===== config.mk =====
export PLATFORM = sky130hd
export DESIGN_NAME = camera_frame_transmitter
export DESIGN_NICKNAME = d
export VERILOG_FILES = /design/src/rtl/cam_link_pkg.sv /design/src/rtl/uart_tx_byte.sv /design/src/rtl/camera_frame_transmitter.sv
export SDC_FILE = /design/constraint.sdc
export NUM_CORES = 1
export LEC_CHECK = 0
export ABC_AREA = 1
export BUFFER_PORTS_ARGS = -buffer_cell sky130_fd_sc_hd__buf_2
export CAP_MARGIN = 20
export CORE_ASPECT_RATIO = 1.1
export CORE_UTILIZATION = 60
export CTS_BUF_LIST = sky130_fd_sc_hd__clkbuf_8
export DETAILED_ROUTE_END_ITERATION = 16
export MAX_ROUTING_LAYER = met4
export PLACE_DENSITY_LB_ADDON = 0.15
export SLEW_MARGIN = 0
export SYNTH_ARGS = -nofsm -noshare
export SYNTH_HDL_FRONTEND = slang
export SYNTH_SLANG_ARGS = --single-unit

===== constraint.sdc =====
create_clock -name clk_65mhz -period 2.9 [get_ports clk_65mhz]
set_input_delay 0.435 -clock clk_65mhz [delete_from_list [all_inputs] [get_ports clk_65mhz]]
set_output_delay 0.435 -clock clk_65mhz [all_outputs]
set_load 0.005 [all_outputs]

===== src/rtl/cam_link_pkg.sv =====
// Shared definitions for the inter-camera UART link, used by both the camera-2
// transmitter and the camera-1 receiver.
package cam_link_pkg;

  localparam logic [7:0] SYNC_BYTE   = 8'hFF;
  localparam int         SYNC_LEN    = 3;
  localparam int         FRAME_BYTES = 9;
  localparam int         COORD_W     = 12;
  localparam logic [COORD_W-1:0] COORD_MAX = 12'hEFF;

  typedef enum logic [1:0] {
    ST_IDLE,
    ST_START,
    ST_DATA,
    ST_STOP
  } frame_state_e;

endpackage


===== src/rtl/uart_tx_byte.sv =====
// 8N1 byte serialiser: one start bit, eight data bits LSB first, one stop bit,
// each held for BAUD_DIV clocks. A start in the final stop cycle chains bytes.
module uart_tx_byte
  import cam_link_pkg::*;
#(
  parameter int BAUD_DIV = 564
) (
  input  logic       clk,
  input  logic       rst,
  input  logic       start,
  input  logic [7:0] byte_in,
  output logic       done,
  output logic       tx
);

  localparam logic [15:0] BAUD_LAST = 16'(BAUD_DIV - 1);

  frame_state_e state_q, state_d;
  logic [15:0]  baud_q, baud_d;
  logic [2:0]   bit_q, bit_d;
  logic [7:0]   shift_q, shift_d;
  logic         tx_q, tx_d;
  logic         wrap;

  assign wrap = (baud_q == BAUD_LAST);
  assign tx   = tx_q;

  always_comb begin
    state_d = state_q;
    baud_d  = baud_q;
    bit_d   = bit_q;
    shift_d = shift_q;
    tx_d    = tx_q;
    done    = 1'b0;
    if (state_q != ST_IDLE) baud_d = wrap ? 16'd0 : baud_q + 16'd1;
    case (state_q)
      ST_IDLE: if (start) begin
        state_d = ST_START;
        baud_d  = 16'd0;
        shift_d = byte_in;
        tx_d    = 1'b0;
      end
      ST_START: if (wrap) begin
        state_d = ST_DATA;
        bit_d   = 3'd0;
        tx_d    = shift_q[0];
        shift_d = {1'b0, shift_q[7:1]};
      end
      ST_DATA: if (wrap) begin
        if (bit_q == 3'd7) begin
          state_d = ST_STOP;
          tx_d    = 1'b1;
        end else begin
          bit_d   = bit_q + 3'd1;
          tx_d    = shift_q[0];
          shift_d = {1'b0, shift_q[7:1]};
        end
      end
      ST_STOP: if (wrap) begin
        done = 1'b1;
        // Chaining straight into the next start bit keeps bytes gap-free
        if (start) begin
          state_d = ST_START;
          shift_d = byte_in;
          tx_d    = 1'b0;
        end else begin
          state_d = ST_IDLE;
          tx_d    = 1'b1;
        end
      end
      default: state_d = ST_IDLE;
    endcase
  end

  always_ff @(posedge clk) begin
    shift_q <= shift_d;
    if (rst) begin
      state_q <= ST_IDLE;
      baud_q  <= 16'd0;
      bit_q   <= 3'd0;
      tx_q    <= 1'b1;
    end else begin
      state_q <= state_d;
      baud_q  <= baud_d;
      bit_q   <= bit_d;
      tx_q    <= tx_d;
    end
  end

endmodule


===== src/rtl/camera_frame_transmitter.sv =====
// Packs one clamped pair of hand coordinates behind a 3-byte 0xFF preamble and
// streams the 9-byte frame through uart_tx_byte.
module camera_frame_transmitter
  import cam_link_pkg::*;
#(
  parameter int BAUD_DIV = 564
) (
  input  logic               clk_65mhz,
  input  logic               sys_rst,
  input  logic               coord_valid,
  output logic               coord_ready,
  input  logic [COORD_W-1:0] hand_x_top,
  input  logic [COORD_W-1:0] hand_y_top,
  input  logic [COORD_W-1:0] hand_x_bottom,
  input  logic [COORD_W-1:0] hand_y_bottom,
  output logic               tx_out,
  output logic               busy,
  output logic               frame_done
);

  // Capping at 0xEFF keeps every payload byte from forming a 3x0xFF run
  function automatic logic [COORD_W-1:0] clamp_coord(input logic [COORD_W-1:0] v);
    return (v > COORD_MAX) ? COORD_MAX : v;
  endfunction

  logic               busy_q, busy_d;
  logic               frame_done_q, frame_done_d;
  logic [3:0]         byte_idx_q, byte_idx_d;
  logic [COORD_W-1:0] xt_q, yt_q, xb_q, yb_q;
  logic [COORD_W-1:0] xt_d, yt_d, xb_d, yb_d;
  logic [3:0]         sel_idx;
  logic [7:0]         tx_byte;
  logic               byte_start, byte_done, tx_raw, handshake;

  assign coord_ready = ~busy_q & ~sys_rst;
  assign handshake   = coord_valid & coord_ready;
  assign busy        = busy_q & ~sys_rst;
  assign frame_done  = frame_done_q & ~sys_rst;
  assign tx_out      = tx_raw | sys_rst;

  always_comb begin
    busy_d       = busy_q;
    byte_idx_d   = byte_idx_q;
    frame_done_d = 1'b0;
    xt_d         = xt_q;
    yt_d         = yt_q;
    xb_d         = xb_q;
    yb_d         = yb_q;
    byte_start   = 1'b0;
    sel_idx      = byte_idx_q + 4'd1;
    if (handshake) begin
      busy_d     = 1'b1;
      byte_idx_d = 4'd0;
      byte_start = 1'b1;
      sel_idx    = 4'd0;
      xt_d       = clamp_coord(hand_x_top);
      yt_d       = clamp_coord(hand_y_top);
      xb_d       = clamp_coord(hand_x_bottom);
      yb_d       = clamp_coord(hand_y_bottom);
    end else if (busy_q && byte_done) begin
      if (byte_idx_q < 4'(FRAME_BYTES - 1)) begin
        byte_idx_d = byte_idx_q + 4'd1;
        byte_start = 1'b1;
      end else begin
        busy_d       = 1'b0;
        frame_done_d = 1'b1;
      end
    end
  end

  always_comb begin
    tx_byte = SYNC_BYTE;
    if (sel_idx >= 4'(SYNC_LEN)) begin
      case (sel_idx)
        4'd3:    tx_byte = xt_q[11:4];
        4'd4:    tx_byte = yt_q[7:0];
        4'd5:    tx_byte = {xt_q[3:0], yt_q[11:8]};
        4'd6:    tx_byte = xb_q[11:4];
        4'd7:    tx_byte = yb_q[7:0];
        4'd8:    tx_byte = {xb_q[3:0], yb_q[11:8]};
        default: tx_byte = SYNC_BYTE;
      endcase
    end
  end

  always_ff @(posedge clk_65mhz) begin
    xt_q <= xt_d;
    yt_q <= yt_d;
    xb_q <= xb_d;
    yb_q <= yb_d;
    if (sys_rst) begin
      busy_q       <= 1'b0;
      frame_done_q <= 1'b0;
      byte_idx_q   <= 4'd0;
    end else begin
      busy_q       <= busy_d;
      frame_done_q <= frame_done_d;
      byte_idx_q   <= byte_idx_d;
    end
  end

  uart_tx_byte #(.BAUD_DIV(BAUD_DIV)) u_tx (
    .clk     (clk_65mhz),
    .rst     (sys_rst),
    .start   (byte_start),
    .byte_in (tx_byte),
    .done    (byte_done),
    .tx      (tx_raw)
  );

endmodule


# Yosys cells after proc, flatten, opt, wreduce, memory -nomap -nowiden
# Index checks and enable logic that the tools add are counted.
# Widths: inputs -> output; s select.
[word_totals]
latchBits = 0
ramBits = 0
out_inout_bits = 4
mem_count = 0
ff_bits = 84
word_cells = 100
inputBits = 51
rom_bits = 0
[op_classes]
mul = 0
n_reduce_logical = 13
shift = 0
mux = 40
n_bitwise = 8
addsub = 3
div_mod_pow = 0
eq_ne = 18
magnitude_cmp = 6
[op_table]
columns = ["operator", "count"]
rows = [
  ["$mux 16", 4],
  ["$gt 12x12->1 const B", 4],
  ["$mux 8", 6],
  ["$pmux 8 s6", 1],
  ["$pmux 8 s4", 1],
  ["$add 16x1->16 const B", 1],
  ["$eq 16x10->1 const B", 1],
  ["$eq 4x3->1 const B", 4],
  ["$mux 1", 16],
  ["$reduce_and 4->1", 3],
  ["$mux 2", 5],
  ["$mux 3", 3],
  ["$ne 2x1->1 const B", 4],
  ["$pmux 2 s4", 1],
  ["$ne 2x2->1 const B", 3],
  ["$pmux 3 s2", 1],
  ["$reduce_bool 2->1", 3],
  ["$reduce_and 5->1", 1],
  ["$add 4x1->4 const B", 1],
  ["$and 1x1->1", 4],
  ["$eq 2x2->1 const B", 2],
  ["$eq 4x2->1 const B", 1],
  ["$eq 4x4->1 const B", 1],
  ["$ge 4x2->1 const B", 1],
  ["other kinds (13)", 16],
]

# Longest topological paths before layout
[depth]
ltp_word = 10
mapped_depth = 13
ltp_nobuf = 13

# Hierarchy
# Synthesis repeated with hierarchy kept, for this count alone.
[unflattened]
cells_unflattened = 554
hier_area_um2 = 4471.8
[modules_own_cells]
columns = ["module", "seq_area_each_um2", "n_inst", "cells_each", "area_per_inst_um2"]
rows = [
  ["camera_frame_transmitter", 1561.5, 1, 297, 2696.3],
  ["uart_tx_byte", 680.7, 1, 257, 1775.5],
]

# Worst setup path before layout
# Ideal clock, no wire load.
[synth_timing]
kind = "input -> register"
from = "input sys_rst"
to = "register xb_q[0], enable pin"
path_slack_ns = 0.724
stages = 4
setup_ns = 0.403
required_time_ns = 2.497
n_path_buf = 1
arrival_ns = 1.773
cell_sequence = "nor2_2 > nand2_4 > buf_6 > inv_1"
[synth_via]
elab_chain_cells = 3
[synth_rtl]
columns = ["element", "line_no", "rtl"]
rows = [
  ["from (decl)", "camera_frame_transmitter.sv:9", "input logic sys_rst,"],
  ["$not 1->1", "camera_frame_transmitter.sv:35", "assign coord_ready = ~busy_q & ~sys_rst;"],
  ["$and 1x1->1", "camera_frame_transmitter.sv:35", ""],
  ["$and 1x1->1", "camera_frame_transmitter.sv:36", "assign handshake = coord_valid & coord_ready;"],
  ["to (signal assigned)", "camera_frame_transmitter.sv:89", "xb_q <= xb_d;"],
  ["to (decl)", "camera_frame_transmitter.sv:29", "logic [COORD_W-1:0] xt_q, yt_q, xb_q, yb_q;"],
]
# No other way between the ends.
# A chain may end at the register's enable or synchronous reset.

# Worst setup path in the final report
[layout_timing]
from = "register byte_idx_q[0]"
to = "register u_tx.shift_q[0] (data pin)"
[layout_via]
elab_chain_cells = 8
elab_cells_between_ends = 18
classes_between = "1 x add/sub; 2 x order compare; 6 x eq/ne; 9 x mux"
[layout_rtl]
columns = ["element", "line_no", "rtl"]
rows = [
  ["from (decl)", "camera_frame_transmitter.sv:28", "logic [3:0] byte_idx_q, byte_idx_d;"],
  ["from (signal assigned)", "camera_frame_transmitter.sv:98", "byte_idx_q <= byte_idx_d;"],
  ["$add 4x1->4", "camera_frame_transmitter.sv:50", "sel_idx = byte_idx_q + 4'd1;"],
  ["$mux 4", "camera_frame_transmitter.sv:51", "if (handshake) begin"],
  ["$eq 4x4->1, or another cell as far along", "camera_frame_transmitter.sv:74", "case (sel_idx)"],
  ["$pmux 8 s6", "camera_frame_transmitter.sv:74", ""],
  ["$mux 8", "camera_frame_transmitter.sv:73", "if (sel_idx >= 4'(SYNC_LEN)) begin"],
  ["$mux 8 *", "uart_tx_byte.sv:37, uart_tx_byte.sv:62", ""],
  ["$mux 8", "uart_tx_byte.sv:59", "ST_STOP: if (wrap) begin"],
  ["$pmux 8 s4 *", "uart_tx_byte.sv:36", "case (state_q)"],
  ["via u_tx.shift_d[0]", "uart_tx_byte.sv:21", "logic [7:0] shift_q, shift_d;"],
  ["to (signal assigned)", "uart_tx_byte.sv:76", "shift_q <= shift_d;"],
  ["to (decl)", "uart_tx_byte.sv:21", ""],
]
# The timed path passes the listed nets; every way through them passes the cells marked *. The select of a mux whose other input is x is not followed.

==> results.ini <==
[timing]
grt_setup_unrepaired = false
slew_headroom_pct = 49.2
hold_ws_ns = 0.259
min_period_ns = 2.32
tightest_slew_ns = 0.761
max_freq_mhz = 432
setup_viol = 0
finalCritPeriodShare_pct = 79.9
finClkSkew_ns = 0.0102
finalHoldViolations = 0
tns_ns = 0
maxSlewViolCount = 0

[power]
power_frac_seq_pct = 50.0
p_int_uw = 2060
comb_power_share_pct = 23.3
power_switching_uw = 968
pwr-share-clk_pct = 26.7
switching_share_pct = 31.9
power_leakage_uw = 0.00214
power_density_nw_per_um2 = 627
ir_drop_uv = 406

[clock_tree]
cts_post_setup_buffers_inserted = 0
clockRootBuffer = clkbuf_8
cts.clk_slew.worst_paths_ns = 0.09
hold_buffers = 0
cts-resized-gates = 0
cts_inserted_buffers = 9
htreeDepth = 3
cts.path.max_buffers = 2
clock_sinks = 84
clk_latency_ns = 0.36
cts_tree = built

[routing]
first_iter_violations = 184
first_pass_iters = 4
num_vias = 3518
drc_errors = 0
viasPerCell = 5.32
route.antenna.remaining_nets = 0
routed_wl_mm = 9.01
wire_per_inst_um = 13.6

[job]
cap_violations = 0

[synth]
synth_xor_area_share_pct = 0.805
ys_seq_elements = 84
synthSimpleGateAreaFrac_pct = 29.6
ys_warn_count = 0
synth_compound_area_share_pct = 7.13
synth_cell_types = 37
synth_area_sq_um = 4350
synthCells = 526
yosys.area.top_type_share_pct = 38.6
async_reset_ff_share_pct = 0
synth.avg_cell_area_sq_um = 8.28
yosysSeqAreaShare_pct = 51.5
synth_top_family_by_area = simple AND/OR/NAND/NOR gates
synth_area_leaders = edfxtp_1 39%, dfxtp_1 13%, nand2_1 12%
yosysTopAreaCell = edfxtp_1
synth_edf_count = 56
synth_nets = 585
synth-adder-area-share_pct = 2.30
ys.flop_type = edfxtp_1
synthMuxAreaShare_pct = 0

[global_routing]
grt_max_degree = 32
antenna_found_initial = 0
grt.total_usage_pct = 26.5
grt_pass1_wl_mm = 15.2
grt_pass1_vias = 3316
gr-total-overflow = 0

[finish]
fill_cells = 590
drive_gt1_share_pct = 16.5
areaGrowthSynthToFinish_pct = 11.1
antenna_cells = 0
fin_nets = 630

[setup_path]
rr_worst_depth = 12
reg2reg_to = u_tx.shift_q[0]
cp-start-kind = flip-flop
crit_type = flip-flop to flip-flop
crit_arrival_ns = 2.55
reg2reg_setup_slack_ns = 0.58
critPathRequiredTime_ns = 3.13
endpoint_kind = flip-flop
worstReg2RegStart = byte_idx_q[0]
cp_max_fo = 25

[placed_design]
hpwl_mm = 6.75
port_buffers = 54
gp_congestion = 0.863

[die]
ios = 55
die-area_sq_um = 7600
coreArea_sq_um = 7010
die_x_um = 83.2
initial_core_util_pct = 62.1
die_h_um = 91.3
rows = 32

[outcome]
outcome = finished, final reports clean

[min_path]
hp-class = primary input to flip-flop
hold_end = xb_q[9]
hp-start = hand_x_bottom[9]
holdPathStages = 1

-- flip-flops by register name, summed over array words and instances (netlist names) --
name	flops
busy_q	1
byte_idx_q	4
frame_done_q	1
u_tx.baud_q	16
u_tx.bit_q	3
u_tx.shift_q	8
u_tx.state_q	2
u_tx.tx	1
xb_q	12
xt_q	12
yb_q	12
yt_q	12
-- final cells by class --
class | instances | area, sq um | share of cell area (%)
multi-input cells | 349 | 1740 | 35.9
flip-flops and latches | 84 | 2240 | 46.4
well taps | 85 | 106 | 2.20
clock inverters | 7 | 67.6 | 1.40
repair buffers | 55 | 290 | 6.00
clock buffers | 9 | 124 | 2.56
inverters | 72 | 270 | 5.59
-- cell usage in the layout (no fill, tap or decap), drive strengths merged, types with 2 or more instances in the layout --
master / count
ha: 8
and2: 3
inv: 70
nand4: 21
nor4: 2
a21oi: 29
nand3: 52
dfxtp: 28
edfxtp: 56
nand2: 146
or2: 9
xor2: 3
buf: 55
clkinv: 8
nor3: 5
clkbuf: 9
o21a: 2
o21ai: 19
nor2: 43
-- Yosys cell counts, drive strengths merged (8+ instances only) --
| library cell | count |
|---|---|
| nor2 | 43 |
| o21ai | 19 |
| inv | 70 |
| edfxtp | 56 |
| nand4 | 21 |
| nand2 | 146 |
| dfxtp | 28 |
| nand3 | 52 |
| or2 | 9 |
| clkbuf | 16 |
| ha | 8 |
| a21oi | 29 |
-- cell families after synthesis --
kind of cell    count (synthesis)
simple gates                  282
buf+inv                        93
flops                          84
compound gates                 55
fa+ha+maj                       8
xor+xnor                        4
-- power by group through the flow --
stage	logic, uW	registers (uW)	clock network [uW]
CTS	710	1520	823
floorplan	532	1520	0
detailed placement	708	1540	0
finish	706	1520	810
global placement	691	1540	0
global route	805	1530	874
-- how the worst max path moves through the flow --
stage | start | end
after floorplan | sys_rst | xb_q[0]
after detailed placement | sys_rst | u_tx.shift_q[0]
after global placement | sys_rst | u_tx.shift_q[7]
after CTS | byte_idx_q[0] | u_tx.shift_q[0]
final | byte_idx_q[0] | u_tx.shift_q[0]
after global routing | byte_idx_q[0] | u_tx.shift_q[2]
-- worst max-delay path, stage by stage, from the launching register on --
cell and delay, ns:
dfxtp_1 0.44, ha_1 0.20, xor2_1 0.33, nand2_4 0.09, nor2_4 0.45, nand2_1 0.13
inv_2 0.16, nand2_1 0.07, nand2_1 0.06, nor2_1 0.06, nand3_1 0.08, nand2_1 0.05
nand2_1 0.06
-- layer usage --
layer	part of all wire (%)	wire, um	vias to the layer above	track usage [%]
met5	0	0	-	-
met4	2.5	223	0	11.6
met3	4.0	359	17	4.55
met2	51	4560	97	45.0
met1	43	3870	1584	30.9
li1	-	-	1820	-
-- through the flow --
stage / total power, uW / utilization, % / cells / setup slack (ns) / area [sq um]
5_1_grt: 3210 / 69.0 / 661 / 0.343 / 4840
3_5_place_dp: 2250 / 66.3 / 645 / 0.502 / 4640
3_3_place_gp: 2230 / 66.3 / 645 / 0.553 / 4640
6_report: 3030 / 69.0 / 661 / 0.584 / 4840
2_1_floorplan: 2060 / - / 526 / 0.724 / 4350
4_1_cts: 3050 / 69.0 / 661 / 0.587 / 4840
Note: power is estimated with default switching activity, not from simulation.
